[src/rtl/alu_program_sequencer.sv]
// alu_program_sequencer: fetches ROM instructions and issues operator/operand pairs to the ALU/register unit, capturing READ results.
module alu_program_sequencer #(
  parameter int ADDR_W = 8,
  parameter int MAX_INSTR = 1024
) (
  input  logic              clk,
  input  logic              reset,
  input  logic              start,
  output logic              busy,
  output logic              done,
  output logic              error,
  output logic [ADDR_W-1:0] prog_addr,
  input  logic [31:0]       prog_data,
  output logic [15:0]       operator,
  output logic [15:0]       operand,
  input  logic [15:0]       reg_read_data,
  input  logic [3:0]        alu_flags,
  output logic [15:0]       result_data,
  output logic              result_valid
);
  localparam int CW = $clog2(MAX_INSTR + 1);
  typedef enum logic [2:0] {S_IDLE, S_FETCH, S_WAIT, S_ISSUE, S_CAPTURE, S_END} state_t;
  state_t state_q, state_d;
  logic [ADDR_W-1:0] pc_q, pc_d, tgt;
  logic [CW-1:0] cnt_q, cnt_d, cnt_inc;
  logic [31:0] instr_q, instr_d;
  logic error_q, error_d, result_valid_q, result_valid_d;
  logic [15:0] result_data_q, result_data_d;
  logic [7:0] opc;
  logic halt, jmp, jz, is_read, internal, wd, unused_flags;
  assign opc = instr_q[31:24];
  assign tgt = instr_q[ADDR_W-1:0];
  assign halt = opc == 8'hF0;
  assign jmp = opc == 8'hF1;
  assign jz = opc == 8'hF2;
  assign is_read = opc == 8'h12;
  assign internal = halt || jmp || jz;
  assign cnt_inc = cnt_q + CW'(1);
  assign wd = cnt_inc >= CW'(MAX_INSTR);
  assign unused_flags = ^alu_flags[3:1];
  always_comb begin
    state_d = state_q;
    pc_d = pc_q;
    cnt_d = cnt_q;
    instr_d = instr_q;
    error_d = error_q;
    result_data_d = result_data_q;
    result_valid_d = 1'b0;
    case (state_q)
      S_IDLE: if (start) begin
        state_d = S_FETCH;
        pc_d = '0;
        cnt_d = '0;
        error_d = 1'b0;
      end
      S_FETCH: state_d = S_WAIT;
      S_WAIT: begin
        instr_d = prog_data;
        state_d = S_ISSUE;
      end
      S_ISSUE: begin
        cnt_d = cnt_inc;
        pc_d = halt ? pc_q : (jmp || (jz && alu_flags[0])) ? tgt : pc_q + ADDR_W'(1);
        error_d = !halt && wd;
        state_d = (halt || wd) ? S_END : is_read ? S_CAPTURE : S_FETCH;
      end
      S_CAPTURE: begin
        result_data_d = reg_read_data;
        result_valid_d = 1'b1;
        state_d = S_FETCH;
      end
      default: state_d = S_IDLE;
    endcase
  end
  always_ff @(posedge clk) begin
    if (reset) begin
      state_q <= S_IDLE;
      pc_q <= '0;
      cnt_q <= '0;
      instr_q <= '0;
      error_q <= 1'b0;
      result_data_q <= '0;
      result_valid_q <= 1'b0;
    end else begin
      state_q <= state_d;
      pc_q <= pc_d;
      cnt_q <= cnt_d;
      instr_q <= instr_d;
      error_q <= error_d;
      result_data_q <= result_data_d;
      result_valid_q <= result_valid_d;
    end
  end
  // HALT/JMP/JZ are consumed here, so the unit only ever sees NOP for them
  assign operator = (state_q == S_ISSUE && !internal) ? instr_q[31:16] : 16'hFF00;
  assign operand = (state_q == S_ISSUE && !internal) ? instr_q[15:0] : 16'h0000;
  assign busy = state_q != S_IDLE;
  assign done = state_q == S_END;
  assign error = error_q;
  assign prog_addr = pc_q;
  assign result_data = result_data_q;
  assign result_valid = result_valid_q;
endmodule

[config.mk]
export PLATFORM = sky130hd
export DESIGN_NAME = alu_program_sequencer
export DESIGN_NICKNAME = d
export VERILOG_FILES = /design/src/rtl/alu_program_sequencer.sv
export SDC_FILE = /design/constraint.sdc
export NUM_CORES = 1
export LEC_CHECK = 0
export BUFFER_PORTS_ARGS = -buffer_cell sky130_fd_sc_hd__buf_2
export CELL_PAD_IN_SITES_DETAIL_PLACEMENT = 1
export CELL_PAD_IN_SITES_GLOBAL_PLACEMENT = 1
export CORE_MARGIN = 4
export CORE_UTILIZATION = 32
export DETAILED_ROUTE_END_ITERATION = 10
export PLACE_DENSITY_LB_ADDON = 0.1
export SYNTH_ARGS = -nofsm -noshare
export SYNTH_HDL_FRONTEND = slang
export SYNTH_SLANG_ARGS = --single-unit
[constraint.sdc]
create_clock -name clk -period 1.67 [get_ports clk]
set_clock_uncertainty 0.2 [all_clocks]
set_input_delay 0.2505 -clock clk [delete_from_list [all_inputs] [get_ports clk]]
set_output_delay 0.2505 -clock clk [all_outputs]
set_load 0.005 [all_outputs]
==> summary.md, run 1 <==
* net count of the finished layout: 664
* final setup margin: -0.427 ns
* horizontal die dimension: 109 um
* area inside the core boundary: 9860 sq um
* buffers added on ports: 111
* number of setup violations in the final report: 50
* most used cells in the layout excluding fill and tap cells: sky130_fd_sc_hd__buf_2 (108), sky130_fd_sc_hd__nand2_1 (107), sky130_fd_sc_hd__dfxtp_1 (62), sky130_fd_sc_hd__a21oi_1 (58), sky130_fd_sc_hd__dlygate4sd3_1 (48)
* die outline area: 11900 sq um
* max_cap viols: 0
* Cell Count Post-Placement: 674
* number of global-route vias before repair: 3795
* number of design rule violations left after detail routing: 0
* data required time of the worst path: 1.22 ns
* half-perimeter wire length after detailed placement: 7640 um
* CTS tree: yes
* overall fraction of global-route tracks in use: 19.6%
* fraction of final layout cells sized beyond drive strength 1: 35.7%
* top cell type's share of synthesized area: 44.0%
* WS Path Type: reg2out
* num rows: 36
* clock-pin slew on the worst setup and hold paths: 0.08 ns
* initial core utilization: 33.2%
* switching power: 1.10 mW
* ranking of synthesized cells by area: sky130_fd_sc_hd__dfxtp_1 (44%), sky130_fd_sc_hd__nand2_1 (12%), sky130_fd_sc_hd__a21oi_1 (9.2%)
* capturing element type of the critical path: output pin
* Max Clock Freq: 0.477 GHz
* Critical Path Source Type: flip-flop
* FFs w/ async S/R, synth: 0%
* antenna cell count: 0
* RSZ-0062 raised after global routing: true
* Final Slew Violations: 0
* cell area after synthesis: 3280 sq um
* Longest Clk Path Bufs: 2
* final worst path period share: 126%
* clock sink total: 72
* global placement routability congestion: 0.825
* final hold violation count: 0
* IR drop worst, VDD: 0.000328 V
* status: finished, violations left
* initial DRC count: 138
* IO Count: 115
* first-pass GRT wire length: 18600 um
* portion of total power attributed to sequential cells: 48.7%
* portion of netlist area occupied by mux cells: 0.649%
* number of buffers inserted during clock tree synthesis: 9
* Final TNS setup: -13.29 ns
* initial antenna violation count: 0
* number of antenna-violating nets in the routed design: 0
* post-synthesis xor/xnor area fraction: 0.534%
* clk root buf: sky130_fd_sc_hd__clkbuf_8
* aggregate routed wire length: 11600 um
* Post-synth EDFFs: 0
* cell accounting for the most synthesized area: sky130_fd_sc_hd__dfxtp_1
* count of cell types in the netlist: 52
* First-pass DRT Iterations: 4
* Post-Place Setup Slack: -0.191 ns
* area fraction in compound gates after synthesis: 18.7%
* main combinational cell family by area after synthesis: simple AND/OR/NAND/NOR gates
* H-tree depth: 3
* synthesized-area fraction occupied by adder cells: 0.763%
* failing checks: negative setup slack
* clock share of power: 30.6%
* P_int: 2.77 mW
* post-synthesis sequential area ratio: 44.0%
* primary flip-flop cell chosen by synthesis mapping: sky130_fd_sc_hd__dfxtp_1
* crit path time final: 2.10 ns
* global-route congestion overflow total: 0
* power density over the cells: 740 nW/um^2
* wire per inst: 15.6 um
* clk_lat worst skew: 0.34 ns
* growth of design area from synthesis to finish: 59.5%
* share of the core filled with cells in the final layout: 53.0%
* leakage power: 2.12 nW
* most common cell after layout, fill and taps aside: sky130_fd_sc_hd__buf_2
* transition time of the tightest slew-check pin: 0.366 ns
* data arrival time of the worst path: 1.65 ns
* headroom to the max-slew limit: 75.6%
* overall power of the completed layout: 3.87 mW
* synth warn: 0
* class of the most critical hold timing path: in2reg
* portion of total power attributed to combinational logic: 20.7%
* synthesized instance count: 414
* number of vias after detailed routing: 3696
* vias per inst: 4.97
* maximum number of pins on one net before global-route repair: 33
* Avg Synthesized Cell Area: 7.92 sq um
* number of nets in the synthesized netlist: 471
* final instance count without filler cells: 743
* simple-gate portion of the synthesized area: 31.4%
* switching power share of the total: 28.5%
* register bit count reported by yosys: 72
* peak fanout along the critical path: 28
* die boundary height: 109 um
-- stage by stage --
stage          cell area [sq um]  hold slack (ns)
2_1_floorplan               3330            0.179
4_1_cts                     5010            0.159
6_report                    5230            0.175
3_3_place_gp                4280            0.239
5_1_grt                     5230            0.181
3_5_place_dp                4280            0.245
-- final timing paths --
path / start / endpoint / slack, ns / depth (start not counted)
max: instr_q[26] / operand[7] / -0.43 / 6
min: reset / result_data[2] / 0.17 / 3
max reg2reg: instr_q[27] / prog_addr[4] / -0.21 / 4
min reg2reg: result_data[10] / result_data[10] / 0.25 / 2
-- area by class of cell --
type / count / area [sq um]
tap: 133 / 166
inverter: 4 / 15.0
multi-input combinational: 312 / 1920
sequential: 72 / 1460
clock inverter: 1 / 5.00
timing repair buffer: 208 / 1520
fill: 1214 / 4630
clock buffer: 13 / 149
-- sequential cells by signal, summed over array words and instances, names as in the netlist --
name,flops
instr_q,32
result_data,16
cnt_q,11
prog_addr,8
state_q,3
error,1
result_valid,1
-- power groups by stage --
| stage | Sequential [mW] | Combinational [mW] | Clock [mW] |
|---|---|---|---|
| 2_1_floorplan | 1.88 | 0.376 | 0 |
| 3_3_place_gp | 1.91 | 0.622 | 0 |
| 3_5_place_dp | 1.91 | 0.644 | 0 |
| 4_1_cts | 1.88 | 0.751 | 1.24 |
| 5_1_grt | 1.90 | 0.882 | 1.30 |
| 6_report | 1.89 | 0.801 | 1.18 |
-- synth_stat cells (all sizes together), types with 2 or more instances --
master / count
a211oi: 3
a21oi: 60
a31oi: 4
a32o: 6
and2: 25
and3b: 2
buf: 9
clkbuf: 18
dfxtp: 72
ha: 2
inv: 3
nand2: 109
nand2b: 11
nand3: 10
nand3b: 4
nand4: 7
nor2: 13
nor3: 3
nor3b: 3
nor4b: 2
o211ai: 2
o21ai: 6
o22ai: 3
o311ai: 4
or3: 4
or4: 5
or4b: 2
xnor2: 2
-- worst max-delay path: stages (launching register included) --
cell and delay (ns):
sky130_fd_sc_hd__dfxtp_2 0.33, sky130_fd_sc_hd__buf_6 0.12, sky130_fd_sc_hd__nor3b_4 0.24, sky130_fd_sc_hd__a31oi_2 0.14
sky130_fd_sc_hd__buf_12 0.17, sky130_fd_sc_hd__and2_1 0.16, sky130_fd_sc_hd__buf_2 0.13
-- repair_timing --
action                                  CTS  global route
hold endpoints to repair                 48             0
gates cloned                              0             1
buffers inserted                          4             4
endpoints found under the setup margin   81            64
pin swaps                                10            17
resized for setup                        20            43
hold buffers                             48             0
-- cell families after synthesis --
group	after synthesis
xor+xnor	2
compound gates	98
fa+ha+maj	2
flops	72
simple gates	207
mux	2
buf+inv	31
-- metal layers --
metal,GRT usage (%),wire [um],vias to the layer above
met1,23.9,5060,1799
met3,5.21,555,6
met4,3.38,68,0
met2,34.8,5900,69
li1,-,-,1822
met5,0,0,-
Note: power is estimated with default switching activity, not from simulation.
==> inputs of run 2 (changes only) <==
Settings changed: REMOVE_ABC_BUFFERS set to 1, SKIP_CTS_REPAIR_TIMING set to 1.
==> run 2 against run 1 <==
Against the previous run: the flow still finishes with violations (negative setup slack); register-to-register slack worse by 0.17 ns; global-route usage fell by 1.9 points; critical path depth rose by 1; die area unchanged; critical path type unchanged; via count up 3.8%; clock-buffer cell count is 3 lower; clock power rose by 33%; utilization up 3.5 points; combinational power is 27% higher; worst setup slack worse by 0.036 ns; sequential cell count unchanged.
==> summary.md, run 2 (synthesized netlist as in run 1, its figures left out) <==
* RSZ-0062 raised after global routing: true
* Max Clock Freq: 0.469 GHz
* half-perimeter wire length after detailed placement: 7660 um
* number of antenna-violating nets in the routed design: 0
* H-tree depth: 3
* overall power of the completed layout: 4.46 mW
* clock sink total: 72
* antenna cell count: 0
* global placement routability congestion: 0.849
* data required time of the worst path: 1.22 ns
* initial core utilization: 33.2%
* failing checks: negative setup slack
* placed cell area: 4320 sq um
* worst reg2reg path depth: 11
* initial DRC count: 106
* wire per inst: 16.7 um
* startpoint of the worst register-to-register path: instr_q[28]
* buffers added on ports: 111
* fraction of final layout cells sized beyond drive strength 1: 42.8%
* Longest Clk Path Bufs: 2
* flip-flop and latch area: 1460 sq um
* WS Path Type: reg2out
* Final TNS setup: -15.81 ns
* data arrival time of the worst path: 1.68 ns
* vias per inst: 5.02
* final setup margin: -0.464 ns
* maximum number of pins on one net before global-route repair: 33
* global-route congestion overflow total: 0
* die outline area: 11900 sq um
* number of buffers inserted during clock tree synthesis: 9
* clk root buf: sky130_fd_sc_hd__clkbuf_8
* transition time of the tightest slew-check pin: 0.398 ns
* status: finished, violations left
* clk_lat worst skew: 0.35 ns
* post-route cell area: 5580 sq um
* power density over the cells: 799 nW/um^2
* number of vias after detailed routing: 3838
* endpoint of the worst-slack reg-to-reg timing path: prog_addr[3]
* First-pass DRT Iterations: 4
* IO Count: 115
* area inside the core boundary: 9860 sq um
* peak fanout along the critical path: 28
* initial antenna violation count: 0
* critical path launch point: instr_q[27]
* register with the most flip-flops: instr_q
* capturing element type of the critical path: output pin
* final hold violation count: 0
* growth of design area from synthesis to finish: 70.1%
* IR drop worst, VDD: 0.000398 V
* Critical Path Source Type: flip-flop
* net count of the finished layout: 683
* max reg flops: 32
* die boundary height: 109 um
* most common cell after layout, fill and taps aside: sky130_fd_sc_hd__buf_2
* number of cells on the worst hold path: 3
* flop-to-flop setup slack: -0.38 ns
* most used cells in the layout excluding fill and tap cells: sky130_fd_sc_hd__buf_2 (112), sky130_fd_sc_hd__nand2_1 (100), sky130_fd_sc_hd__dfxtp_1 (61), sky130_fd_sc_hd__dlygate4sd3_1 (48), sky130_fd_sc_hd__buf_4 (43)
* Final Slew Violations: 0
* leakage power: 2.30 nW
* max_cap viols: 0
* number of global-route vias before repair: 3564
* Fillers: 1183
* number of design rule violations left after detail routing: 0
* Worst Hold Launch: reset
* clock-pin slew on the worst setup and hold paths: 0.08 ns
* class of the most critical hold timing path: in2reg
* num rows: 36
* first-pass GRT wire length: 17000 um
* crit path time final: 2.13 ns
* combined area of the multi-input logic cells: 1990 sq um
* aggregate routed wire length: 12800 um
* CTS tree: yes
* number of setup violations in the final report: 53
* horizontal die dimension: 109 um
* overall fraction of global-route tracks in use: 17.7%
* endpoint of the worst hold-timing path: state_q[0]
* final worst path period share: 128%
* headroom to the max-slew limit: 73.1%
==> run 2: changes by cell type in the layout (fill, tap and decap cells not counted), moves of 6 or more <==
cell                      before  now
sky130_fd_sc_hd__nand2_2       2    8
sky130_fd_sc_hd__buf_4        33   43
sky130_fd_sc_hd__nand2_1     107  100
sky130_fd_sc_hd__a21oi_2       2   19
sky130_fd_sc_hd__a21oi_1      58   40
==> run 2: how the worst max path moves through the flow <==
| stage | cells past startpoint | slack [ns] | to |
|---|---|---|---|
| global route | 7 | -0.54 | operator[2] |
| CTS | 7 | -0.52 | operand[5] |
| global placement | 4 | -0.15 | prog_addr[2] |
| finish | 7 | -0.46 | operand[11] |
| detailed placement | 5 | -0.18 | prog_addr[5] |
| floorplan | 3 | -0.54 | operand[0] |
==> run 2: cell type report <==
type / count / share of cell area (%)
clock buffers: 10 / 2.47
clock inverters: 6 / 1.48
inverters: 4 / 0.269
multi-input cells: 311 / 35.7
flip-flops and latches: 72 / 26.1
well taps: 133 / 2.98
repair buffers: 228 / 30.9
==> run 2: critical path, cell delays in order, from the launching register on <==
cell and delay (ns):
sky130_fd_sc_hd__dfxtp_2 0.33, sky130_fd_sc_hd__buf_4 0.14, sky130_fd_sc_hd__nor3b_4 0.17, sky130_fd_sc_hd__buf_6 0.14, sky130_fd_sc_hd__a31oi_4 0.08, sky130_fd_sc_hd__buf_12 0.17, sky130_fd_sc_hd__and2_1 0.16, sky130_fd_sc_hd__buf_2 0.13
==> run 2: power by group <==
part	switching, mW	internal (mW)	leakage (nW)
Clock	0.695	0.875	0.112
Combinational	0.490	0.525	1.60
Sequential	0.0679	1.80	0.588
Total	1.25	3.20	2.30
==> run 2: metal layers <==
layer / track usage, % / wire length, um / vias up
met1: 21.6 / 5200 / 1897
met3: 5.98 / 524 / 13
li1: - / - / 1856
met2: 30.0 / 6930 / 72
met4: 4.36 / 128 / 0
met5: 0 / 0 / -
==> run 2: metrics by stage <==
| step | hold WS (ns) | instances | setup slack, ns | util [%] |
|---|---|---|---|---|
| floorplan | 0.115 | 387 | -0.536 | - |
| global placement | 0.238 | 680 | -0.152 | 43.8 |
| detailed placement | 0.248 | 680 | -0.179 | 43.8 |
| CTS | -0.0944 | 696 | -0.523 | 46.1 |
| global route | 0.0721 | 764 | -0.538 | 56.5 |
| finish | 0.0697 | 764 | -0.464 | 56.5 |
